[src/rtl/fc2_weight_loader_pkg.sv]
// Shared FC2 definitions: default memory geometry and the weight-loader
// FSM state encoding. Imported by the FC2 weight loader.
package fc2_weight_loader_pkg;

  localparam int FC2_DATA_WIDTH   = 32;  // weight / bias word width
  localparam int FC2_ADDRESS_BITS = 11;  // memory write address width
  localparam int FC2_IFM_DEPTH    = 84;  // weight words per weight memory
  localparam int FC2_NUMBER_OF_WM = 10;  // weight memories (= bias words)

  typedef enum logic [1:0] {
    ST_IDLE    = 2'd0,
    ST_LOAD_WM = 2'd1,
    ST_LOAD_BM = 2'd2,
    ST_DONE    = 2'd3
  } fc2_state_e;

endpackage

[src/rtl/fc2_weight_loader.sv]
// FC2 weight loader: streams weight and bias words from the RISC-V side
// into the FC2 weight memories (WM0..WM(N-1), IFM_DEPTH words each) and
// then the bias memory (N words). Each accepted word is written one cycle
// later through registered data/address/enable outputs.
//
// Ports:
//   clk             rising-edge clock
//   reset           synchronous, active-high reset
//   start           one-cycle request to begin a full load
//   in_data         incoming weight/bias word
//   in_valid        in_data valid this cycle
//   in_ready        loader accepts a word this cycle
//   riscv_data      registered write data to the FC2 memories
//   riscv_address   registered write address (zero-extended)
//   wm_enable_write one-hot weight-memory write enable
//   bm_enable_write bias-memory write enable
//   busy            load in progress
//   loaded          full parameter set written
module fc2_weight_loader
  import fc2_weight_loader_pkg::*;
#(
  parameter int DATA_WIDTH   = FC2_DATA_WIDTH,
  parameter int ADDRESS_BITS = FC2_ADDRESS_BITS,
  parameter int IFM_DEPTH    = FC2_IFM_DEPTH,
  parameter int NUMBER_OF_WM = FC2_NUMBER_OF_WM
) (
  input  logic                    clk,
  input  logic                    reset,
  input  logic                    start,
  input  logic [DATA_WIDTH-1:0]   in_data,
  input  logic                    in_valid,
  output logic                    in_ready,
  output logic [DATA_WIDTH-1:0]   riscv_data,
  output logic [ADDRESS_BITS-1:0] riscv_address,
  output logic [NUMBER_OF_WM-1:0] wm_enable_write,
  output logic                    bm_enable_write,
  output logic                    busy,
  output logic                    loaded
);

  localparam int CNT_W = (IFM_DEPTH > 1) ? $clog2(IFM_DEPTH) : 1;
  localparam logic [CNT_W-1:0] WM_ADDR_LAST = CNT_W'(IFM_DEPTH - 1);
  localparam logic [CNT_W-1:0] BM_ADDR_LAST = CNT_W'(NUMBER_OF_WM - 1);

  fc2_state_e state_q, state_d;

  logic [CNT_W-1:0]        addr_q, addr_d;
  logic [NUMBER_OF_WM-1:0] wm_sel_q, wm_sel_d;   // one-hot weight-memory index

  logic [DATA_WIDTH-1:0]   data_q;
  logic [ADDRESS_BITS-1:0] waddr_q;
  logic [NUMBER_OF_WM-1:0] wm_en_q;
  logic                    bm_en_q;

  logic accept;
  logic wm_last_beat;
  logic bm_last_beat;

  assign accept       = in_valid & in_ready;
  assign wm_last_beat = wm_sel_q[NUMBER_OF_WM-1] && (addr_q == WM_ADDR_LAST);
  assign bm_last_beat = (addr_q == BM_ADDR_LAST);

  // State register
  always_ff @(posedge clk) begin
    if (reset) begin
      state_q  <= ST_IDLE;
      addr_q   <= '0;
      wm_sel_q <= '0;
    end else begin
      state_q  <= state_d;
      addr_q   <= addr_d;
      wm_sel_q <= wm_sel_d;
    end
  end

  // Next-state and counter logic
  always_comb begin
    state_d  = state_q;
    addr_d   = addr_q;
    wm_sel_d = wm_sel_q;
    unique case (state_q)
      ST_IDLE, ST_DONE: begin
        if (start) begin
          state_d  = ST_LOAD_WM;
          addr_d   = '0;
          wm_sel_d = NUMBER_OF_WM'(1);
        end
      end
      ST_LOAD_WM: begin
        if (accept) begin
          if (addr_q == WM_ADDR_LAST) begin
            addr_d = '0;
            if (wm_last_beat) begin
              state_d = ST_LOAD_BM;
            end else begin
              wm_sel_d = wm_sel_q << 1;
            end
          end else begin
            addr_d = addr_q + CNT_W'(1);
          end
        end
      end
      ST_LOAD_BM: begin
        if (accept) begin
          if (bm_last_beat) begin
            state_d = ST_DONE;
            addr_d  = '0;
          end else begin
            addr_d = addr_q + CNT_W'(1);
          end
        end
      end
      default: state_d = ST_IDLE;
    endcase
  end

  // State-decoded outputs
  always_comb begin
    in_ready = 1'b0;
    busy     = 1'b0;
    loaded   = 1'b0;
    unique case (state_q)
      ST_LOAD_WM, ST_LOAD_BM: begin
        in_ready = 1'b1;
        busy     = 1'b1;
      end
      ST_DONE: loaded = 1'b1;
      default: ;
    endcase
  end

  // Write port register: one cycle after acceptance. Data and address hold
  // between beats; the enables alone qualify them.
  always_ff @(posedge clk) begin
    if (reset) begin
      data_q  <= '0;
      waddr_q <= '0;
      wm_en_q <= '0;
      bm_en_q <= 1'b0;
    end else begin
      wm_en_q <= (accept && state_q == ST_LOAD_WM) ? wm_sel_q : '0;
      bm_en_q <= accept && (state_q == ST_LOAD_BM);
      if (accept) begin
        data_q  <= in_data;
        waddr_q <= ADDRESS_BITS'(addr_q);
      end
    end
  end

  assign riscv_data      = data_q;
  assign riscv_address   = waddr_q;
  assign wm_enable_write = wm_en_q;
  assign bm_enable_write = bm_en_q;

endmodule

[config.mk]
export PLATFORM = sky130hd
export DESIGN_NAME = fc2_weight_loader
export DESIGN_NICKNAME = d
export VERILOG_FILES = /design/src/rtl/fc2_weight_loader_pkg.sv /design/src/rtl/fc2_weight_loader.sv
export SDC_FILE = /design/constraint.sdc
export NUM_CORES = 1
export LEC_CHECK = 0
export BUFFER_PORTS_ARGS = -buffer_cell sky130_fd_sc_hd__buf_2
export CAP_MARGIN = 25
export CORE_ASPECT_RATIO = 0.75
export CORE_MARGIN = 4
export CORE_UTILIZATION = 23
export CTS_BUF_LIST = sky130_fd_sc_hd__clkbuf_2 sky130_fd_sc_hd__clkbuf_4 sky130_fd_sc_hd__clkbuf_8
export CTS_CLUSTER_DIAMETER = 50
export DETAILED_ROUTE_END_ITERATION = 10
export GPL_ROUTABILITY_DRIVEN = 0
export HOLD_SLACK_MARGIN = 0.05
export PLACE_DENSITY_LB_ADDON = 0.2
export RECOVER_POWER = 100
export SYNTH_ARGS = -nofsm -noshare
export SYNTH_HDL_FRONTEND = slang
export SYNTH_SLANG_ARGS = --single-unit
[constraint.sdc]
create_clock -name clk -period 4.2 [get_ports clk]
set_clock_uncertainty 0.05 [all_clocks]
set_input_delay 0.42 -clock clk [delete_from_list [all_inputs] [get_ports clk]]
set_output_delay 0.42 -clock clk [all_outputs]
set_load 0.01 [all_outputs]
# After elaboration in Yosys (flattened, before gate mapping)
# Cells that the tools add are included.
dict set report word_totals {
  reg_bits 69
  wordCells 53
  inputBits 36
  output_inout_bits 57
}
dict set report classes {
  n_mux 20
  reduce_logical 11
  bitwise 2
  addsub 1
  eq_ne 12
}
# cell n
set op_table {}
lappend op_table {{$mux 10} 4}
lappend op_table {{$mux 7} 5}
lappend op_table {{$pmux 7 s3} 1}
lappend op_table {{$pmux 10 s2} 1}
lappend op_table {{$ne 2x2->1 const B} 7}
lappend op_table {{$mux 2} 6}
lappend op_table {{$add 7x1->7 const B} 1}
lappend op_table {{$eq 7x4->1 const B} 1}
lappend op_table {{$eq 7x7->1 const B} 1}
lappend op_table {{$pmux 2 s3} 1}
lappend op_table {{$reduce_and 6->1} 1}
lappend op_table {{$reduce_or 2->1} 3}
lappend op_table {{$reduce_and 5->1} 1}
lappend op_table {{$eq 2x2->1 const B} 2}
lappend op_table {{$logic_and 1x1->1} 3}
lappend op_table {{$reduce_and 3->1} 1}
lappend op_table {{$eq 2x1->1 const B} 1}
lappend op_table {{$logic_not 2->1} 1}
lappend op_table {{$mux 1} 2}
lappend op_table {{$reduce_bool 2->1} 1}
lappend op_table {{$and 1x1->1} 1}
lappend op_table {{$not 1->1} 1}

# Depth between registers and ports, before layout
# Gate-level depths: netlist of run 1.
dict set report depth {
  word_depth 7
  ltp_mapped 7
  ltp_nobuf 6
}

# Worst setup path after synthesis of run 1
# Ideal clock, no wire load.
dict set report synth_timing {
  path_type {flip-flop to flip-flop}
  startpoint {register state_q[0]}
  endpoint {register addr_q[5]}
  required_time_ps 4071
  slack_ps 2228
  setup_ps 79
  n_path_buf 1
  synth_period_minus_slack_ps 1972
  arrival_ps 1843
  path_stages_with_launch 8
  path_cell_list {dfxtp_1 -> inv_1 -> ha_1 -> nand2b_1 -> buf_6 -> a211o_1 -> or3_1 -> a22oi_1}
}
dict set report synth_between {
  elab_chain_cells 6
  word_cells_on_any_way 13
  cone_classes {eq/ne: 6; mux: 2; bitwise: 1; reduce/logical: 4}
}
# element line_no
set synth_rtl {}
lappend synth_rtl {{from (decl)} fc2_weight_loader.sv:45} ;# fc2_state_e state_q, state_d;
lappend synth_rtl {{from (signal assigned)} fc2_weight_loader.sv:70} ;# state_q <= state_d;
lappend synth_rtl {{$eq 2x1->1 / $eq 2x2->1 (equally long branches)} {fc2_weight_loader.sv:81, fc2_weight_loader.sv:122}}
lappend synth_rtl {{$reduce_or 2->1} fc2_weight_loader.sv:122} ;# unique case (state_q)
lappend synth_rtl {{$mux 1} fc2_weight_loader.sv:122}
lappend synth_rtl {{$and 1x1->1} fc2_weight_loader.sv:59} ;# assign accept = in_valid & in_ready;
lappend synth_rtl {{$ne 2x2->1 (no source line)} --}
lappend synth_rtl {{$reduce_and 3->1 (no source line)} --}
lappend synth_rtl {{to (signal assigned)} fc2_weight_loader.sv:71} ;# addr_q <= addr_d;
lappend synth_rtl {{to (decl)} fc2_weight_loader.sv:47} ;# logic [CNT_W-1:0] addr_q, addr_d;
# Several ways; a longest one is shown, not always the timed one.
# A chain may end at the register's enable or synchronous reset.

# Worst setup path in the final report of run 1
dict set report layout_timing {
  startpoint {register state_q[0]}
  endpoint {register state_q[0]}
}
dict set report layout_between {
  elab_chain_cells 6
  word_cells_on_any_way 16
  cone_classes {eq/ne: 9; mux: 2; bitwise: 1; reduce/logical: 4}
}
# element line_no
set layout_rtl {}
lappend layout_rtl {{$eq 2x1->1 / $eq 2x2->1 (equally long branches)} {fc2_weight_loader.sv:81, fc2_weight_loader.sv:122}}
lappend layout_rtl {{$reduce_or 2->1} fc2_weight_loader.sv:122}
lappend layout_rtl {{$mux 1} fc2_weight_loader.sv:122}
lappend layout_rtl {{$and 1x1->1} fc2_weight_loader.sv:59}
lappend layout_rtl {{$ne 2x2->1 (no source line)} --}
lappend layout_rtl {{$reduce_and 6->1 (no source line)} --}
# Several ways; a longest one is shown, not always the timed one.

==> results of run 1 <==
-- through the flow --
stage / setup slack, ns / util (%)
3_5_place_dp: 1.43 / 28.8
5_1_grt: 0.930 / 30.2
4_1_cts: 1.42 / 31.0
3_3_place_gp: 1.52 / 28.8
2_1_floorplan: 2.23 / -
6_report: 1.23 / 30.2
-- critical path: stages, from the launching register on --
cell	delay, ns
dfxtp_1	0.37
inv_1	0.07
ha_1	0.42
nand2b_2	0.70
a211oi_1	0.88
nand3_1	0.14
a32o_1	0.24
-- power groups by stage --
| stage | combinational (mW) | clock (mW) | sequential [mW] |
|---|---|---|---|
| after global routing | 0.694 | 0.730 | 0.812 |
| after floorplan | 0.423 | 0 | 0.834 |
| final | 0.611 | 0.680 | 0.799 |
| after global placement | 0.647 | 0 | 0.809 |
| after detailed placement | 0.653 | 0 | 0.813 |
| after CTS | 0.654 | 0.707 | 0.798 |
-- Yosys cell counts --
cell type / number / share of area, %
a2111oi_2: 2 / 1.1
a211o_1: 2 / 0.66
a211oi_2: 1 / 0.47
a21oi_1: 51 / 9.6
a221oi_1: 1 / 0.33
a22oi_1: 4 / 1.1
a32o_1: 1 / 0.38
a41o_1: 1 / 0.38
and2_1: 9 / 2.1
and2b_1: 1 / 0.28
and4_1: 2 / 0.66
buf_1: 1 / 0.14
buf_2: 1 / 0.19
buf_4: 5 / 1.4
buf_6: 1 / 0.42
clkbuf_1: 13 / 1.8
conb_1: 1 / 0.14
dfxtp_1: 69 / 52
ha_1: 5 / 2.4
inv_1: 6 / 0.85
nand2_1: 89 / 13
nand2b_1: 3 / 0.71
nand3_1: 12 / 2.3
nand3b_1: 2 / 0.57
nand4bb_1: 1 / 0.42
nand4bb_2: 1 / 0.61
nor2_1: 5 / 0.71
nor2b_1: 3 / 0.71
nor3_1: 3 / 0.57
nor3b_1: 1 / 0.28
nor4_4: 1 / 0.80
o21ai_0: 4 / 0.75
o31ai_1: 2 / 0.57
or3_1: 3 / 0.71
or4_1: 1 / 0.28
xnor2_1: 3 / 0.99
-- cell usage in the layout, fill, tap and decap left out, drive strengths merged, types with 4 or more instances in the layout --
cell type | synthesis | routed
nand2 | 89 | 89
dfxtp | 69 | 69
clkbuf | 13 | 64
a21oi | 51 | 51
buf | 8 | 36
nand3 | 12 | 12
and2 | 9 | 9
inv | 6 | 7
nor2 | 5 | 5
ha | 5 | 5
o21ai | 4 | 4
a22oi | 4 | 4
conb | 1 | 4
-- worst paths after layout --
check / from / end / slack (ns) / cells past startpoint
worst max-delay path: state_q[0]$_SDFFE_PP0P_ / state_q[0]$_SDFFE_PP0P_ / 1.23 / 6
worst max register to register: state_q[0]$_SDFFE_PP0P_ / state_q[0]$_SDFFE_PP0P_ / 1.23 / 6
worst min register to register: riscv_data[26]$_SDFFE_PP0P_ / riscv_data[26]$_SDFFE_PP0P_ / 0.41 / 2
worst min-delay path: in_data[26] / riscv_data[26]$_SDFFE_PP0P_ / 0.25 / 3
-- layer usage --
layer	wire length, µm	vias to the layer above	global-route usage, %
li1	-	1201	-
met2	3070	77	16.3
met4	40	0	2.66
met3	543	7	5.44
met5	0	-	0
met1	3680	1081	14.6
-- layout make-up --
type	count	area (µm²)
clock buffers	11	145
clock inverters	5	106
fillers	1239	7750
inverters	6	22.5
multi-input cells	218	1150
flip-flops and latches	69	1380
well taps	140	175
repair buffers	89	382
-- state kept, by name (all words and copies together) (netlist names) --
register / count
addr_q: 7
wm_enable_write: 10
wm_sel_q: 10
riscv_address: 7
bm_enable_write: 1
riscv_data: 32
state_q: 2
-- logic make-up (layout without fill, tap and decap cells) --
group / Yosys count / in the layout
AND/OR/NAND/NOR: 137 / 137
AO/OA/AOI/OAI: 69 / 69
flip-flops: 69 / 69
buffers and inverters: 27 / 111
adder cells (fa/ha/maj): 5 / 5
XOR/XNOR: 3 / 3
other: 1 / 4
==> impl_metrics.ini, run 1 <==
[run_status]
outcome = finished, violations left
violations = max-capacitance violations, max-slew violations

[clocking]
ctsHoldBuffers = 0
clk_pin_slew_worst_paths_ns = 0.07
clk_latency_ns = 0.36
cts.sinks = 69
clk_path_buf_depth = 2
cts_buffers = 9
cts_htree_levels = 3
root_buffer = clkbuf_8
cts_repair_resize_count = 0
cts_setup_buffers = 0
cts_tree = done

[cells_and_area]
drive_gt1_share_pct = 14.3
num_antenna_cells = 0
stdcell_area_um2 = 3360
final_cell_count_no_fill = 538
nets = 434
syn_to_final_growth_pct = 26.5

[yosys]
synth-compound-area-share_pct = 15.4
synth-seq-cells = 69
synthMuxAreaShare_pct = 0
postSynthAreaPerCell_um2 = 8.54
synth_top_family_by_area = simple AND/OR/NAND/NOR gates
yosys.area_share.simple_pct = 24.3
post_synth_instance_area_um2 = 2660
yosys.area_share.xor_xnor_pct = 0.989
yosysUniqueCellTypes = 36
synthCells = 311
synth-adder-area-share_pct = 2.36
ys_warn_count = 0
synth_seq_area_share_pct = 52.0

[power_and_ir_drop]
leakage_nw = 1.19
fin_total_pwr_mw = 2.09
p_switching_mw = 0.744
combPwrFrac_pct = 29.2
cellPowerDensity_nw_per_um2 = 622
swShare_pct = 35.6
peakVddDrop_v = 0.000282
clkPwrFrac_pct = 32.6
p_int_mw = 1.35
pwr-share-seq_pct = 38.2

[setup_path]
cp-end-kind = register
start_kind = register
crit_type = register to register
critPathRequiredTime_ns = 4.40
critical_path_arrival_ns = 3.17
crit_path_max_fanout = 44

[floorplan]
die_h_um = 101
dieArea_um2 = 13400
core_um2 = 11100
die_x_um = 132
rows = 33
start_util_pct = 23.9
ios = 93

[global_routing]
grt_pass1_wl_um = 11800
antenna_found_initial = 0
gr-total-overflow = 0
track_usage_pct = 11.1
grt_max_degree = 45
first_global_vias = 2295

[timing]
setup_tns_ns = 0
whs_ns = 0.248
slew_violations = 1
fin_crit_sh_pct = 70.8
max_slew_margin_pct = -0.431
min_period_ns = 2.97
final-setup-viol-count = 0
finalHoldViolCount = 0
tightest_slew_ns = 1.49
fmax_ghz = 0.336
grt_setup_unrepaired = no

[routing]
antenna_left = 0
drc = 0
wire_per_inst_um = 13.6
via_count = 2366
avgViaCountPerCell = 4.40
drtIter0Drc = 135
finalWirelength_um = 7330
firstDrtPassIters = 4

[hold_path]
hold_path.class = input port to register

[place]
io_buffer_count = 88
dp_hpwl_um = 5020
dpl_cell_area_um2 = 3190
dp.cells = 522

[flow_run]
drv_cap = 1
No activity file was read; power rests on OpenSTA's default activity.
==> run 2: changes to the inputs <==
--- a/config.mk
+++ b/config.mk
@@ -5,6 +5,7 @@
 export SDC_FILE = /design/constraint.sdc
 export NUM_CORES = 1
 export LEC_CHECK = 0
+export ABC_AREA = 1
 export BUFFER_PORTS_ARGS = -buffer_cell sky130_fd_sc_hd__buf_2
 export CAP_MARGIN = 25
 export CORE_ASPECT_RATIO = 0.75
==> constraint.sdc (replaced) <==
create_clock -name clk -period 2.87 [get_ports clk]
set_clock_uncertainty 0.05 [all_clocks]
set_input_delay 0.287 -clock clk [delete_from_list [all_inputs] [get_ports clk]]
set_output_delay 0.287 -clock clk [all_outputs]
set_load 0.01 [all_outputs]
==> impl_metrics.ini, run 2 <==
[floorplan]
rows = 34
ios = 93
core_um2 = 11700
die_x_um = 134
dieArea_um2 = 13800
start_util_pct = 23.7
die_h_um = 103

[power_and_ir_drop]
swShare_pct = 38.4
clkPwrFrac_pct = 24.5
p_switching_mw = 1.28
cellPowerDensity_nw_per_um2 = 975
fin_total_pwr_mw = 3.34
p_int_mw = 2.06
combPwrFrac_pct = 35.0
pwr-share-seq_pct = 40.4
leakage_nw = 1.43
peakVddDrop_v = 0.000300

[timing]
fin_crit_sh_pct = 79.2
fmax_ghz = 0.440
tightest_slew_ns = 0.729
final-setup-viol-count = 0
finalHoldViolCount = 0
setup_tns_ns = 0
slew_violations = 0
grt_setup_unrepaired = no
max_slew_margin_pct = 50.9
min_period_ns = 2.27

[yosys]
post_synth_instance_area_um2 = 2760
synthTopCellsByCount = nor2_1, dfxtp_1, o21ai_0, nand2_1, inv_1
synth_top_area_share_pct = 50.0
yosys.area.top_type = dfxtp_1
postSynthAreaPerCell_um2 = 7.73
synth-edff-count = 0
yosysUniqueCellTypes = 24
synth_ff_type = dfxtp_1
ys_warn_count = 0
synth-seq-cells = 69
synth_seq_area_share_pct = 50.0
synth_most_common_cell = nor2_1
synthTopCellsByArea = dfxtp_1, nor2_1, o21ai_0
async_flop_share_pct = 0
synthCells = 357

[clocking]
clk_latency_ns = 0.34
clk_pin_slew_worst_paths_ns = 0.07
cts.sinks = 69
cts_htree_levels = 3
cts_setup_buffers = 0
ctsHoldBuffers = 0
cts_tree = done
clk_path_buf_depth = 2
root_buffer = clkbuf_8
cts_buffers = 9
cts_repair_resize_count = 0

[routing]
antenna_left = 0
wire_per_inst_um = 11.0
avgViaCountPerCell = 3.95
drtIter0Drc = 87
via_count = 2412
drc = 0
firstDrtPassIters = 4
finalWirelength_um = 6730

[cells_and_area]
final_cell_count_no_fill = 610
nets = 484
final_common_cell = nor2_1
drive_gt1_share_pct = 16.5
largest_reg_flops = 32
syn_to_final_growth_pct = 24.3
layout_common_cells = nor2_1, dfxtp_1, clkbuf_1
num_antenna_cells = 0

[setup_path]
path_cells = inv_1, ha_1, o21ai_0, nand3_4, nand2_1, nand2_1, nor2_1
cpMostUsedCell = nand2_1
crit_path_max_fanout = 15
cp-end-kind = register
critPathMaxStageDelay_ns = 0.70
critPathTopFamily = compound AO/OA/AOI/OAI gates
start_kind = register
critPathRequiredTime_ns = 3.11
cp_slowest_cell = o21ai_0
critical_path_arrival_ns = 2.51
crit_type = register to register
path_buf_inv = 1

[global_routing]
antenna_found_initial = 0
first_global_vias = 2348
grt_pass1_wl_um = 11200
track_usage_pct = 10.3
grt_max_degree = 47
gr-total-overflow = 0

[place]
io_buffer_count = 88
dp_hpwl_um = 4830
dp.cells = 594

[flow_run]
drv_cap = 0

[run_status]
outcome = finished clean

[hold_path]
hold_path.class = input port to register
## run 2: changes by cell type after synthesis, sizes merged, moves of 9 or more
| cell | delta |
|---|---|
| and2 | -9 |
| a21oi | -34 |
| nand2 | -38 |
| o21ai | +42 |
| inv | +30 |
| nor2 | +92 |
## run 2: worst reg2reg max path, stage by stage (launching register included)
cell and delay, ns:
dfxtp_1 0.38, inv_1 0.06, ha_1 0.43, o21ai_0 0.70
nand3_4 0.31, nand2_1 0.14, nand2_1 0.06, nor2_1 0.10
## run 2: final cells by class
cell class,instances,area [µm²]
Timing Repair Buffer,91,397
Sequential cell,69,1380
Clock inverter,3,43.8
Multi-Input combinational cell,236,1100
Inverter,36,138
Clock buffer,13,166
Fill cell,1375,8230
Tap cell,162,203
## run 2: power by group through the flow
| stage | combinational (mW) | clock, mW | sequential [mW] |
|---|---|---|---|
| 2_1_floorplan | 0.832 | 0 | 1.46 |
| 3_3_place_gp | 1.29 | 0 | 1.37 |
| 3_5_place_dp | 1.31 | 0 | 1.37 |
| 4_1_cts | 1.31 | 0.862 | 1.35 |
| 5_1_grt | 1.38 | 0.901 | 1.39 |
| 6_report | 1.17 | 0.821 | 1.35 |
## run 2: worst paths after layout
path,start,endpoint,slack (ns),depth (start not counted)
worst max register to register,state_q[1]$_SDFFE_PP0P_,wm_sel_q[9]$_SDFFE_PP0P_,0.60,7
worst min-delay path,reset,wm_sel_q[3]$_SDFFE_PP0P_,0.11,2
worst max-delay path,state_q[1]$_SDFFE_PP0P_,wm_sel_q[9]$_SDFFE_PP0P_,0.60,7
worst min register to register,wm_sel_q[7]$_SDFFE_PP0P_,wm_enable_write[7]$_SDFF_PP0_,0.40,2
## run 2: metal layers
| metal | vias to the layer above | wire [µm] | global-route usage, % |
|---|---|---|---|
| met2 | 57 | 3010 | 16.1 |
| met4 | 0 | 121 | 4.15 |
| met3 | 13 | 513 | 4.88 |
| met1 | 1062 | 3090 | 12.4 |
| met5 | - | 0 | 0 |
| li1 | 1280 | - | - |
## run 2: cells by family after synthesis
group	share of synthesized area, %
xor+xnor	0.317
fa+ha+maj	2.27
other cells	0.136
flops	50.0
compound gates	12.6
buf+inv	9.07
simple gates	25.5
## run 2: per-stage QoR
| stage | utilization, % | worst slack [ns] | area (µm²) | hold slack, ns |
|---|---|---|---|---|
| final | 29.4 | 0.596 | 3430 | 0.115 |
| after detailed placement | 28.5 | 0.878 | 3320 | 0.395 |
| after global placement | 28.5 | 0.884 | 3320 | 0.398 |
| after CTS | 30.3 | 0.850 | 3530 | 0.105 |
| after floorplan | - | 1.25 | 2770 | 0.299 |
| after global routing | 29.4 | 0.361 | 3430 | 0.0980 |
==> run 3: changes to the inputs <==
==> constraint.sdc (replaced) <==
create_clock -name clk -period 2.3 [get_ports clk]
set_clock_uncertainty 0.05 [all_clocks]
set_input_delay 0.23 -clock clk [delete_from_list [all_inputs] [get_ports clk]]
set_output_delay 0.23 -clock clk [all_outputs]
set_load 0.01 [all_outputs]
==> impl_metrics.ini, run 3 (synthesized netlist as in run 2, its figures left out) <==
[run_status]
outcome = finished clean

[timing]
finalHoldViolCount = 0
max_slew_margin_pct = 64.8
fmax_ghz = 0.512
fin_crit_sh_pct = 85.0
timing.final.ws_setup_ns = 0.345
final-setup-viol-count = 0
tightest_slew_ns = 0.525
min_period_ns = 1.95
whs_ns = 0.0872
setup_tns_ns = 0
slew_violations = 0
grt_setup_unrepaired = no

[clocking]
cts.sinks = 69
root_buffer = clkbuf_8
clk_path_buf_depth = 2
cts_buffers = 9
cts_htree_levels = 3
clk_pin_slew_worst_paths_ns = 0.07
cts_repair_resize_count = 0
clk_latency_ns = 0.34
cts_tree = done

[cells_and_area]
final_common_cell = nor2_1
syn_to_final_growth_pct = 25.4
drive_gt1_share_pct = 17.9
nets = 488
num_antenna_cells = 0
stdcell_area_um2 = 3460
layout_common_cells = nor2_1, dfxtp_1, clkbuf_1
largest_reg_flops = 32

[place]
pre_cts_ws_ns = 0.453
dpl_cell_area_um2 = 3350
io_buffer_count = 88
dp_hpwl_um = 4910

[global_routing]
first_global_vias = 2286
antenna_found_initial = 0
gr-total-overflow = 0
grt_max_degree = 33
grt_pass1_wl_um = 11200
track_usage_pct = 10.4

[hold_path]
hold_path.class = input port to register
min_from = in_data[14]
hold_path_depth = 3

[setup_path]
r2r.worst_path.cells = 8
critical_path_arrival_ns = 2.19
r2r-start = state_q[0]$_SDFFE_PP0P_
critPathRequiredTime_ns = 2.53
cp-end-kind = register
crit_type = register to register
startpoint = state_q[0]$_SDFFE_PP0P_
r2r_slack_ns = 0.35
start_kind = register
crit_path_max_fanout = 15

[routing]
firstDrtPassIters = 4
wire_per_inst_um = 11.3
avgViaCountPerCell = 3.93
antenna_left = 0
finalWirelength_um = 6910
via_count = 2412
drtIter0Drc = 119
drc = 0

[floorplan]
dieArea_um2 = 13800
core_um2 = 11700
die_x_um = 134
ios = 93
die_h_um = 103
rows = 34
start_util_pct = 23.7

[power_and_ir_drop]
fin_total_pwr_mw = 4.18
peakVddDrop_v = 0.000340
cellPowerDensity_nw_per_um2 = 1210
leakage_nw = 1.43

[flow_run]
drv_cap = 0
## run 3: cell count changes in the layout (fill, tap and decap cells not counted), sizes merged
cell	previous run	this run
buf	38	41
clkinv	2	0
clkinvlp	0	2
bufinv	1	0
dlygate4sd3	0	1
clkbuf	66	67
## run 3: report_power, final
part | switching (mW) | leakage, nW | total (mW) | internal (mW)
Clock | 0.456 | 0.0984 | 0.978 | 0.522
Sequential | 0.170 | 0.563 | 1.68 | 1.51
Combinational | 1.02 | 0.770 | 1.52 | 0.499
## run 3: critical path: stages, from the launching register on
cell and delay (ns):
dfxtp_1 0.38, inv_1 0.06, ha_1 0.32, inv_1 0.10, o21ai_1 0.44, nand3_4 0.28
nand2_1 0.13, nand2_1 0.06, nor2_1 0.10
## run 3: routing by layer
metal / GRT usage (%) / wire (µm)
met4: 4.23 / 92
met3: 4.93 / 487
met5: 0 / 0
met1: 13.3 / 3390
met2: 15.1 / 2940
## run 3: worst paths after layout
check / end
max: wm_sel_q[4]$_SDFFE_PP0P_
min: riscv_data[14]$_SDFFE_PP0P_
max reg2reg: wm_sel_q[4]$_SDFFE_PP0P_
min reg2reg: wm_enable_write[7]$_SDFF_PP0_
## run 3: through the flow
stage               utilization [%]  cells
finish                         29.7    614
global route                   29.7    614
detailed placement             28.7    597
CTS                            30.5    614
floorplan                         -    360
global placement               28.7    597
## run 3: area by class of cell
| class | instances | area, µm² |
|---|---|---|
| tap | 162 | 203 |
| sequential | 69 | 1380 |
| multi-input combinational | 236 | 1110 |
| clock buffer | 14 | 186 |
| inverter | 36 | 138 |
| fill | 1360 | 8200 |
| timing repair buffer | 95 | 429 |
| clock inverter | 2 | 15.0 |
## run 3: timing repair
action,4_1_cts,5_1_grt
hold buffers,1,0
buffers inserted,0,0
hold endpoints to repair,2,0
